$ cat src/rtl/match_pkg.sv
// Shared types for the match scorer: FSM state encoding and winner codes.
package match_pkg;

  typedef enum logic [1:0] {
    PLAY  = 2'd0,
    POINT = 2'd1,
    HOLD  = 2'd2,
    DONE  = 2'd3
  } matchState_e;

  localparam logic WIN_LEFT  = 1'b0;
  localparam logic WIN_RIGHT = 1'b1;

endpackage

$ cat src/rtl/round_hold_timer.sv
// Inter-round pause timer: a start pulse arms HOLD_CYCLES; done marks the last pause cycle.
module round_hold_timer #(
  parameter int HOLD_CYCLES = 4
) (
  input  logic clk,
  input  logic reset,
  input  logic start,
  output logic done
);

  localparam int CNT_W = $clog2(HOLD_CYCLES + 1);

  logic [CNT_W-1:0] count;

  always_ff @(posedge clk) begin
    if (reset) begin
      count <= '0;
    end else if (start) begin
      count <= CNT_W'(HOLD_CYCLES);
    end else if (count != '0) begin
      count <= count - 1'b1;
    end
  end

  assign done = (count == CNT_W'(1));

endmodule

$ cat src/rtl/match_scorer.sv
// Two-player match scorer: awards points from edge/press coincidences, pauses between rounds,
// and latches the match result. Define MATCH_DEUCE_EN to require a two-point winning lead.
module match_scorer
  import match_pkg::*;
#(
  parameter int SCORE_W     = 3,
  parameter int WIN_SCORE   = 5,
  parameter int HOLD_CYCLES = 4
) (
  input  logic               clk,
  input  logic               reset,
  input  logic               left_edge_on,
  input  logic               right_edge_on,
  input  logic               left_press,
  input  logic               right_press,
  output logic               round_over,
  output logic               round_winner,
  output logic               new_round,
  output logic [SCORE_W-1:0] left_score,
  output logic [SCORE_W-1:0] right_score,
  output logic               match_over,
  output logic               match_winner
);

  localparam logic [SCORE_W-1:0] WIN_VAL = SCORE_W'(WIN_SCORE);
`ifdef MATCH_DEUCE_EN
  localparam logic [SCORE_W-1:0] DEUCE_VAL = SCORE_W'(WIN_SCORE - 1);
`endif

  matchState_e        state;
  logic [SCORE_W-1:0] leftScore;
  logic [SCORE_W-1:0] rightScore;
  logic               winnerReg;
  logic               leftHit;
  logic               rightHit;
  logic               winCond;
  logic               holdStart;
  logic               holdDone;

  function automatic logic [SCORE_W-1:0] satInc(input logic [SCORE_W-1:0] v);
    return (v == '1) ? v : v + 1'b1;
  endfunction

  function automatic logic isWin(input logic [SCORE_W-1:0] own,
                                 input logic [SCORE_W-1:0] other);
`ifdef MATCH_DEUCE_EN
    return (own >= WIN_VAL) && ({1'b0, own} >= {1'b0, other} + (SCORE_W+1)'(2));
`else
    return (own == WIN_VAL) && (other == other);
`endif
  endfunction

  assign rightHit = (state == PLAY) && right_edge_on && right_press && !left_press;
  assign leftHit  = (state == PLAY) && left_edge_on && left_press && !right_press;

  // Only the player who just scored can have reached the win condition.
  assign winCond   = (winnerReg == WIN_RIGHT) ? isWin(rightScore, leftScore)
                                              : isWin(leftScore, rightScore);
  assign holdStart = (state == POINT) && !winCond;

  round_hold_timer #(
    .HOLD_CYCLES(HOLD_CYCLES)
  ) uHoldTimer (
    .clk   (clk),
    .reset (reset),
    .start (holdStart),
    .done  (holdDone)
  );

  always_ff @(posedge clk) begin
    if (reset) begin
      state      <= PLAY;
      leftScore  <= '0;
      rightScore <= '0;
      winnerReg  <= WIN_LEFT;
    end else begin
      case (state)
        PLAY: begin
          if (rightHit) begin
            rightScore <= satInc(rightScore);
            winnerReg  <= WIN_RIGHT;
            state      <= POINT;
          end else if (leftHit) begin
            leftScore <= satInc(leftScore);
            winnerReg <= WIN_LEFT;
            state     <= POINT;
          end
        end
        POINT: begin
          if (winCond) begin
            state <= DONE;
          end else begin
            state <= HOLD;
`ifdef MATCH_DEUCE_EN
            // Level scores past the target fold back so the counters stay bounded.
            if ((leftScore == rightScore) && (leftScore >= WIN_VAL)) begin
              leftScore  <= DEUCE_VAL;
              rightScore <= DEUCE_VAL;
            end
`endif
          end
        end
        HOLD: begin
          if (holdDone) state <= PLAY;
        end
        DONE: state <= DONE;
        default: state <= PLAY;
      endcase
    end
  end

  assign round_over   = (state == POINT);
  assign round_winner = round_over & winnerReg;
  assign new_round    = (state == HOLD) & holdDone;
  assign match_over   = (state == DONE);
  assign match_winner = match_over & winnerReg;
  assign left_score   = leftScore;
  assign right_score  = rightScore;

endmodule

$ cat config.mk
export PLATFORM = sky130hd
export DESIGN_NAME = match_scorer
export DESIGN_NICKNAME = d
export VERILOG_FILES = /design/src/rtl/match_pkg.sv /design/src/rtl/round_hold_timer.sv /design/src/rtl/match_scorer.sv
export SDC_FILE = /design/constraint.sdc
export NUM_CORES = 1
export LEC_CHECK = 0
export ABC_AREA = 0
export CELL_PAD_IN_SITES_DETAIL_PLACEMENT = 1
export CELL_PAD_IN_SITES_GLOBAL_PLACEMENT = 1
export CORE_MARGIN = 5
export CORE_UTILIZATION = 40
export CTS_BUF_LIST = sky130_fd_sc_hd__clkbuf_2 sky130_fd_sc_hd__clkbuf_4 sky130_fd_sc_hd__clkbuf_8
export DETAILED_ROUTE_END_ITERATION = 8
export PLACE_DENSITY = 0.82
export SLEW_MARGIN = 20
export SYNTH_ARGS = -nofsm -noshare
export SYNTH_HDL_FRONTEND = slang
export SYNTH_SLANG_ARGS = --single-unit
$ cat constraint.sdc
create_clock -name clk -period 3.3 [get_ports clk]
set_input_delay 0.66 -clock clk [delete_from_list [all_inputs] [get_ports clk]]
set_output_delay 0.66 -clock clk [all_outputs]
set_load 0.05 [all_outputs]
==> impl_metrics.toml, run 1 <==
[timing]
setup_viol_count_final = 0
timing.fmax_mhz = 357
fin_crit_sh_pct = 84.9
slew_viol_final = 0
finalHoldViolCount = 0
tns_ps = 0
period_minus_slack_ps = 2800
rsz0062_at_grt = "no"
max_slew.worst_pin.slew_ps = 516
slew-limit-headroom_pct = 65.5
skew_ps = 1.04

[worst_setup_path]
worstSetupEndpointType = "primary output"
crit_required_ps = 2640
cp_slowest_cell = "clkdlybuf4s50_1"
cp.arrival_ps = 2140
path_class = "register to primary output"
worst_r2r_startpoint = "left_score[0]"
r2r_cells = 4
cp-start-kind = "register"
reg2reg_slack_ps = 1720
critPathMaxFanout = 10
regToRegEndpoint = "left_score[0]"
path_cells = "nor2b_2, and2_1, clkdlybuf4s50_1"
critical_path.max_stage_delay_ps = 820

[synthesis]
yosys_warnings = 0
synth.avg_cell_area_um2 = 10.2
synth_top_area_cell = "dfxtp_1"
synth.distinct_cells = 27
synth_cells = 71
ys_top_cells_by_area = "dfxtp_1 (33%), ha_1 (12%), nand2b_1 (8.6%)"
ys_ff_latch = 12
netlist.area_leader.share_pct = 33.1
syn_nets = 84
seq_area_frac_synth_pct = 33.1
syn_area_um2 = 726

[clock_tree]
htree_levels = 1
path_clk_slew_ps = 80
cts_setup_buffers = 0
cts_resized = 0
cts.path.max_buffers = 2
numCtsBuffers = 3
hold_buffers = 0
cts-root-buf = "clkbuf_4"
cts_tree = "done"
clk_latency_ps = 280
cts_sinks = 12

[placed_design]
gp_congestion = 0.756
io_buffer_count = 16
place_area_um2 = 891
hpwl_um = 1210

[pwr]
p_comb_share_pct = 35.5
p_int_mw = 0.317
power_frac_seq_pct = 39.1
p_leak_nw = 0.365
max-vdd-ir-drop_v = 0.000283
powerDensity_nw_per_um2 = 529
p_switching_mw = 0.173
p_clk_share_pct = 25.3
p_sw_share_pct = 35.3
p_total_mw = 0.491

[floorplan]
die_h_um = 52.6
die_w_um = 52.6
top_level_ports = 17
coreArea_um2 = 1730
rows = 15
die-area_um2 = 2770
start_util_pct = 42.0

[grt]
grt_pass1_wl_um = 2720
antenna_found_initial = 0
grt_pass1_vias = 610
gr-total-overflow = 0
gr-usage-all-layers_pct = 14.0
grt_max_degree = 17

[cells_and_area]
postLayoutCellArea_um2 = 927
fillers = 216
drive_gt1_share_pct = 10.2
syn2layout_area_growth_pct = 27.8
nNetsFinal = 102
diodes = 0

[detailed_routing]
drt_wl_total_um = 1630
first_iter_violations = 2
wl_per_cell_um = 14.4
vias_per_cell = 4.95
antenna_left = 0
dr.pass1.iters = 2
num_vias = 559
drc = 0

[min_path]
min_to = "uHoldTimer.count[1]"
min_path_type = "register to register"
hold_path_depth = 1
hp-start = "uHoldTimer.count[1]"

[job]
max_cap_viol_count = 0

[status]
outcome = "complete, no violations"
-- cells by family (layout without fill, tap and decap cells) --
family | after synthesis | after routing | share of synthesized area (%)
flops | 12 | 12 | 33.1
compound gates | 8 | 8 | 7.07
mux | 7 | 7 | 11.0
buf+inv | 5 | 22 | 4.65
simple gates | 31 | 31 | 30.9
xor+xnor | 1 | 1 | 1.21
fa+ha+maj | 7 | 7 | 12.1
-- routing by layer --
metal | vias up | GRT usage [%] | part of all wire (%) | routed length, um
met3 | 5 | 2.85 | 4.2 | 68
met2 | 15 | 23.3 | 47 | 771
met4 | 0 | 10.2 | 3.0 | 49
met1 | 259 | 15.6 | 45 | 742
li1 | 280 | - | - | -
met5 | - | 0 | 0 | 0
-- through the flow --
step / cells / util (%) / setup slack (ps) / hold slack (ps)
floorplan: 71 / - / 901 / 472
global placement: 109 / 51.6 / 913 / 485
detailed placement: 109 / 51.6 / 884 / 493
CTS: 113 / 53.7 / 474 / 512
global route: 113 / 53.7 / 357 / 534
finish: 113 / 53.7 / 499 / 508
-- power groups by stage --
stage / clock [mW] / combinational [mW] / sequential (mW)
5_1_grt: 0.135 / 0.200 / 0.195
3_5_place_dp: 0 / 0.178 / 0.195
3_3_place_gp: 0 / 0.162 / 0.192
6_report: 0.124 / 0.174 / 0.192
4_1_cts: 0.127 / 0.180 / 0.192
2_1_floorplan: 0 / 0.135 / 0.189
-- final cells by class --
class	count	area (um2)	share of cell area, %
clock buffers	4	36.3	3.91
inverters	2	7.51	0.810
multi-input cells	54	452	48.7
flip-flops and latches	12	240	25.9
well taps	25	31.3	3.37
repair buffers	16	160	17.3
-- critical path: cells and delay by family (launching register included) --
| kind | cells | cell delay [ps] |
|---|---|---|
| simple gates | 2 | 460 |
| buf+inv | 1 | 820 |
| flops | 1 | 580 |
-- layout by cell type (no fill, tap or decap), types with 2 or more instances in the layout --
cell type,count
and2_1,3
mux2_4,2
mux2i_1,5
nand2b_1,10
ha_1,7
inv_1,2
nor2b_1,2
nor2_1,4
clkdlybuf4s50_1,16
a21oi_1,4
clkbuf_4,3
nand3b_1,2
nor4_4,2
dfxtp_1,12
-- cells in the mapped netlist --
library cell	instances
nand4bb_1	1
and3_1	1
o21a_1	1
dfxtp_1	12
inv_1	2
a31oi_1	1
nand4b_1	1
mux2_4	2
ha_1	7
nor2b_1	2
nor3b_1	1
nor2_1	4
buf_6	2
or3_1	1
nor4_4	2
nand3b_1	2
xnor2_1	1
nor2b_2	1
o211a_1	1
o31ai_1	1
nand2b_1	10
nand3_1	1
nand2_1	1
a21oi_1	4
mux2i_1	5
and2_1	3
clkbuf_1	1
-- registers in the layout (all words and copies together), names as in the netlist --
name	cells
left_score	3
winnerReg	1
uHoldTimer.count	3
right_score	3
state	2
-- worst max-delay path by stage --
stage | start | end | slack, ps | depth (start not counted)
CTS | state[0] | round_winner | 470 | 3
finish | state[0] | round_winner | 500 | 3
floorplan | uHoldTimer.count[1] | new_round | 900 | 4
detailed placement | state[0] | round_winner | 880 | 3
global route | state[0] | round_winner | 360 | 3
global placement | state[0] | round_winner | 910 | 3
Power figures use the tool's default switching activity.
==> run 2: changes to the inputs <==
--- a/config.mk
+++ b/config.mk
@@ -8,11 +8,12 @@
 export ABC_AREA = 0
 export CELL_PAD_IN_SITES_DETAIL_PLACEMENT = 1
 export CELL_PAD_IN_SITES_GLOBAL_PLACEMENT = 1
+export CORE_ASPECT_RATIO = 1.5
 export CORE_MARGIN = 5
-export CORE_UTILIZATION = 40
+export CORE_UTILIZATION = 35
 export CTS_BUF_LIST = sky130_fd_sc_hd__clkbuf_2 sky130_fd_sc_hd__clkbuf_4 sky130_fd_sc_hd__clkbuf_8
 export DETAILED_ROUTE_END_ITERATION = 8
-export PLACE_DENSITY = 0.82
+export PLACE_DENSITY = 0.76
 export SLEW_MARGIN = 20
 export SYNTH_ARGS = -nofsm -noshare
 export SYNTH_HDL_FRONTEND = slang
==> constraint.sdc (replaced) <==
create_clock -name clk -period 2.5 [get_ports clk]
set_input_delay 0.5 -clock clk [delete_from_list [all_inputs] [get_ports clk]]
set_output_delay 0.5 -clock clk [all_outputs]
set_load 0.05 [all_outputs]
==> impl_metrics.toml, run 2 (synthesis results as in run 1) <==
[pwr]
p_int_mw = 0.415
p_sw_share_pct = 33.8
p_clk_share_pct = 25.0
p_leak_nw = 0.386
power_frac_seq_pct = 40.3
p_comb_share_pct = 34.7
p_total_mw = 0.626
powerDensity_nw_per_um2 = 680
p_switching_mw = 0.211
max-vdd-ir-drop_v = 0.000399

[clock_tree]
clk_latency_ps = 270
cts-root-buf = "clkbuf_4"
cts_sinks = 12
path_clk_slew_ps = 80
hold_buffers = 0
cts.path.max_buffers = 2
htree_levels = 1
cts_tree = "done"
numCtsBuffers = 3

[worst_setup_path]
worst_r2r_startpoint = "left_score[0]"
cp-start-kind = "register"
crit_required_ps = 2000
cp.arrival_ps = 1870
critPathMaxFanout = 10
reg2reg_slack_ps = 910
regToRegEndpoint = "left_score[0]"
r2r_cells = 4
path_class = "register to primary output"
critical_path.max_stage_delay_ps = 800
path_buf_inv = 1
path_cells = "and3_1, clkdlybuf4s50_1"
crit_family = "buffers and inverters"
worstSetupEndpointType = "primary output"
cp_slowest_cell = "clkdlybuf4s50_1"

[grt]
grt_max_degree = 17
grt_pass1_wl_um = 2760
gr-usage-all-layers_pct = 12.5
gr-total-overflow = 0
grt_pass1_vias = 628
antenna_found_initial = 0

[floorplan]
rows = 20
coreArea_um2 = 2000
die_w_um = 47.2
die_h_um = 65.8
die-area_um2 = 3100
top_level_ports = 17
start_util_pct = 36.3

[min_path]
hold_path_depth = 2
hp-start = "right_score[1]"
min_to = "right_score[1]"
min_path_type = "register to register"

[detailed_routing]
dr.pass1.iters = 3
antenna_left = 0
first_iter_violations = 6
vias_per_cell = 4.98
drt_wl_total_um = 1540
drc = 0
wl_per_cell_um = 14.0
num_vias = 548

[cells_and_area]
drive_gt1_share_pct = 12.5
diodes = 0
syn2layout_area_growth_pct = 26.9
postLayoutCellArea_um2 = 921
nNetsFinal = 102
fillers = 251
final_cell_mix = "clkdlybuf4s50_1 (13), dfxtp_1 (12), nand2b_1 (10), ha_1 (7), mux2i_1 (5)"
final_cells = 110
layout_commonest_cell = "clkdlybuf4s50_1"
post-route-util_pct = 46.0

[timing]
tns_ps = 0
slew-limit-headroom_pct = 66.6
timing.fmax_mhz = 422
setup_viol_count_final = 0
fin_ws_ps = 129
period_minus_slack_ps = 2370
slew_viol_final = 0
fin_crit_sh_pct = 94.8
max_slew.worst_pin.slew_ps = 500
worst_hold_slack_ps = 506
finalHoldViolCount = 0
skew_ps = 1.87
rsz0062_at_grt = "no"

[placed_design]
io_buffer_count = 16
pre_cts_slack_ps = 340
hpwl_um = 1180
gp_congestion = 0.627
post-place-cells = 106
place_area_um2 = 882

[job]
max_cap_viol_count = 0

[status]
outcome = "complete, no violations"
[run 2: cell types whose count changed in the layout (fill, tap and decap cells not counted), sizes merged]
cell,change
dlymetal6s2s,+1
buf,+2
clkdlybuf4s50,-3
[run 2: worst max-delay path by stage]
| stage | start | cells after the start | end | slack, ps |
|---|---|---|---|---|
| finish | state[1] | 2 | match_winner | 130 |
| global route | state[1] | 2 | match_winner | 60 |
| CTS | state[0] | 2 | round_over | 7 |
| detailed placement | state[0] | 2 | round_over | 340 |
| global placement | state[0] | 2 | round_over | 390 |
| floorplan | uHoldTimer.count[1] | 4 | new_round | 260 |
[run 2: worst min-delay path, delay by kind of cell (launching register included)]
family / cells / cell delay, ps
simple gates: 1 / 70
flops: 1 / 340
mux: 1 / 60
[run 2: metal layers]
layer / track usage, % / up-vias / part of all wire (%)
li1: - / 279 / -
met2: 20.4 / 12 / 53
met3: 3.00 / 4 / 4.6
met1: 13.7 / 253 / 41
met4: 7.61 / 0 / 1.5
met5: 0 / - / 0
[run 2: layout make-up]
cell class / instances / area (um2) / share of cell area [%]
Clock buffer: 4 / 36.3 / 3.94
Inverter: 2 / 7.51 / 0.815
Multi-Input combinational cell: 54 / 452 / 49.0
Sequential cell: 12 / 240 / 26.1
Tap cell: 22 / 27.5 / 2.99
Timing Repair Buffer: 16 / 158 / 17.1
[run 2: timing repair]
action                                  in CTS  in global routing
gates resized for setup                      0                  1
endpoints found under the setup margin       0                  1
buffers inserted                             0                  0
hold endpoints to repair                     0                  0
[run 2: power groups by stage]
stage          Clock (mW)  Combinational (mW)  Sequential, mW
2_1_floorplan           0               0.178           0.250
3_3_place_gp            0               0.211           0.254
3_5_place_dp            0               0.219           0.257
4_1_cts             0.161               0.221           0.253
5_1_grt             0.170               0.247           0.256
6_report            0.156               0.218           0.252
==> run 3: changes to the inputs <==
--- a/config.mk
+++ b/config.mk
@@ -8,12 +8,12 @@
 export ABC_AREA = 0
 export CELL_PAD_IN_SITES_DETAIL_PLACEMENT = 1
 export CELL_PAD_IN_SITES_GLOBAL_PLACEMENT = 1
-export CORE_ASPECT_RATIO = 1.5
 export CORE_MARGIN = 5
-export CORE_UTILIZATION = 35
+export CORE_UTILIZATION = 40
 export CTS_BUF_LIST = sky130_fd_sc_hd__clkbuf_2 sky130_fd_sc_hd__clkbuf_4 sky130_fd_sc_hd__clkbuf_8
 export DETAILED_ROUTE_END_ITERATION = 8
-export PLACE_DENSITY = 0.76
+export PLACE_DENSITY = 0.82
+export SETUP_SLACK_MARGIN = 0.05
 export SLEW_MARGIN = 20
 export SYNTH_ARGS = -nofsm -noshare
 export SYNTH_HDL_FRONTEND = slang
==> constraint.sdc (replaced) <==
create_clock -name clk -period 3 [get_ports clk]
set_input_delay 0.6 -clock clk [delete_from_list [all_inputs] [get_ports clk]]
set_output_delay 0.6 -clock clk [all_outputs]
set_load 0.05 [all_outputs]
==> results of run 3 <==
Same layout as run 1 (identical final DEF). Status: complete, no violations.
Main changes from that run: setup slack after placement 884 ps -> 644 ps; setup slack after layout 499 ps -> 259 ps; register-to-register setup slack 1720 ps -> 1420 ps; total power 0.491 mW -> 0.540 mW; worst IR drop on VDD 0.000283 V -> 0.000311 V
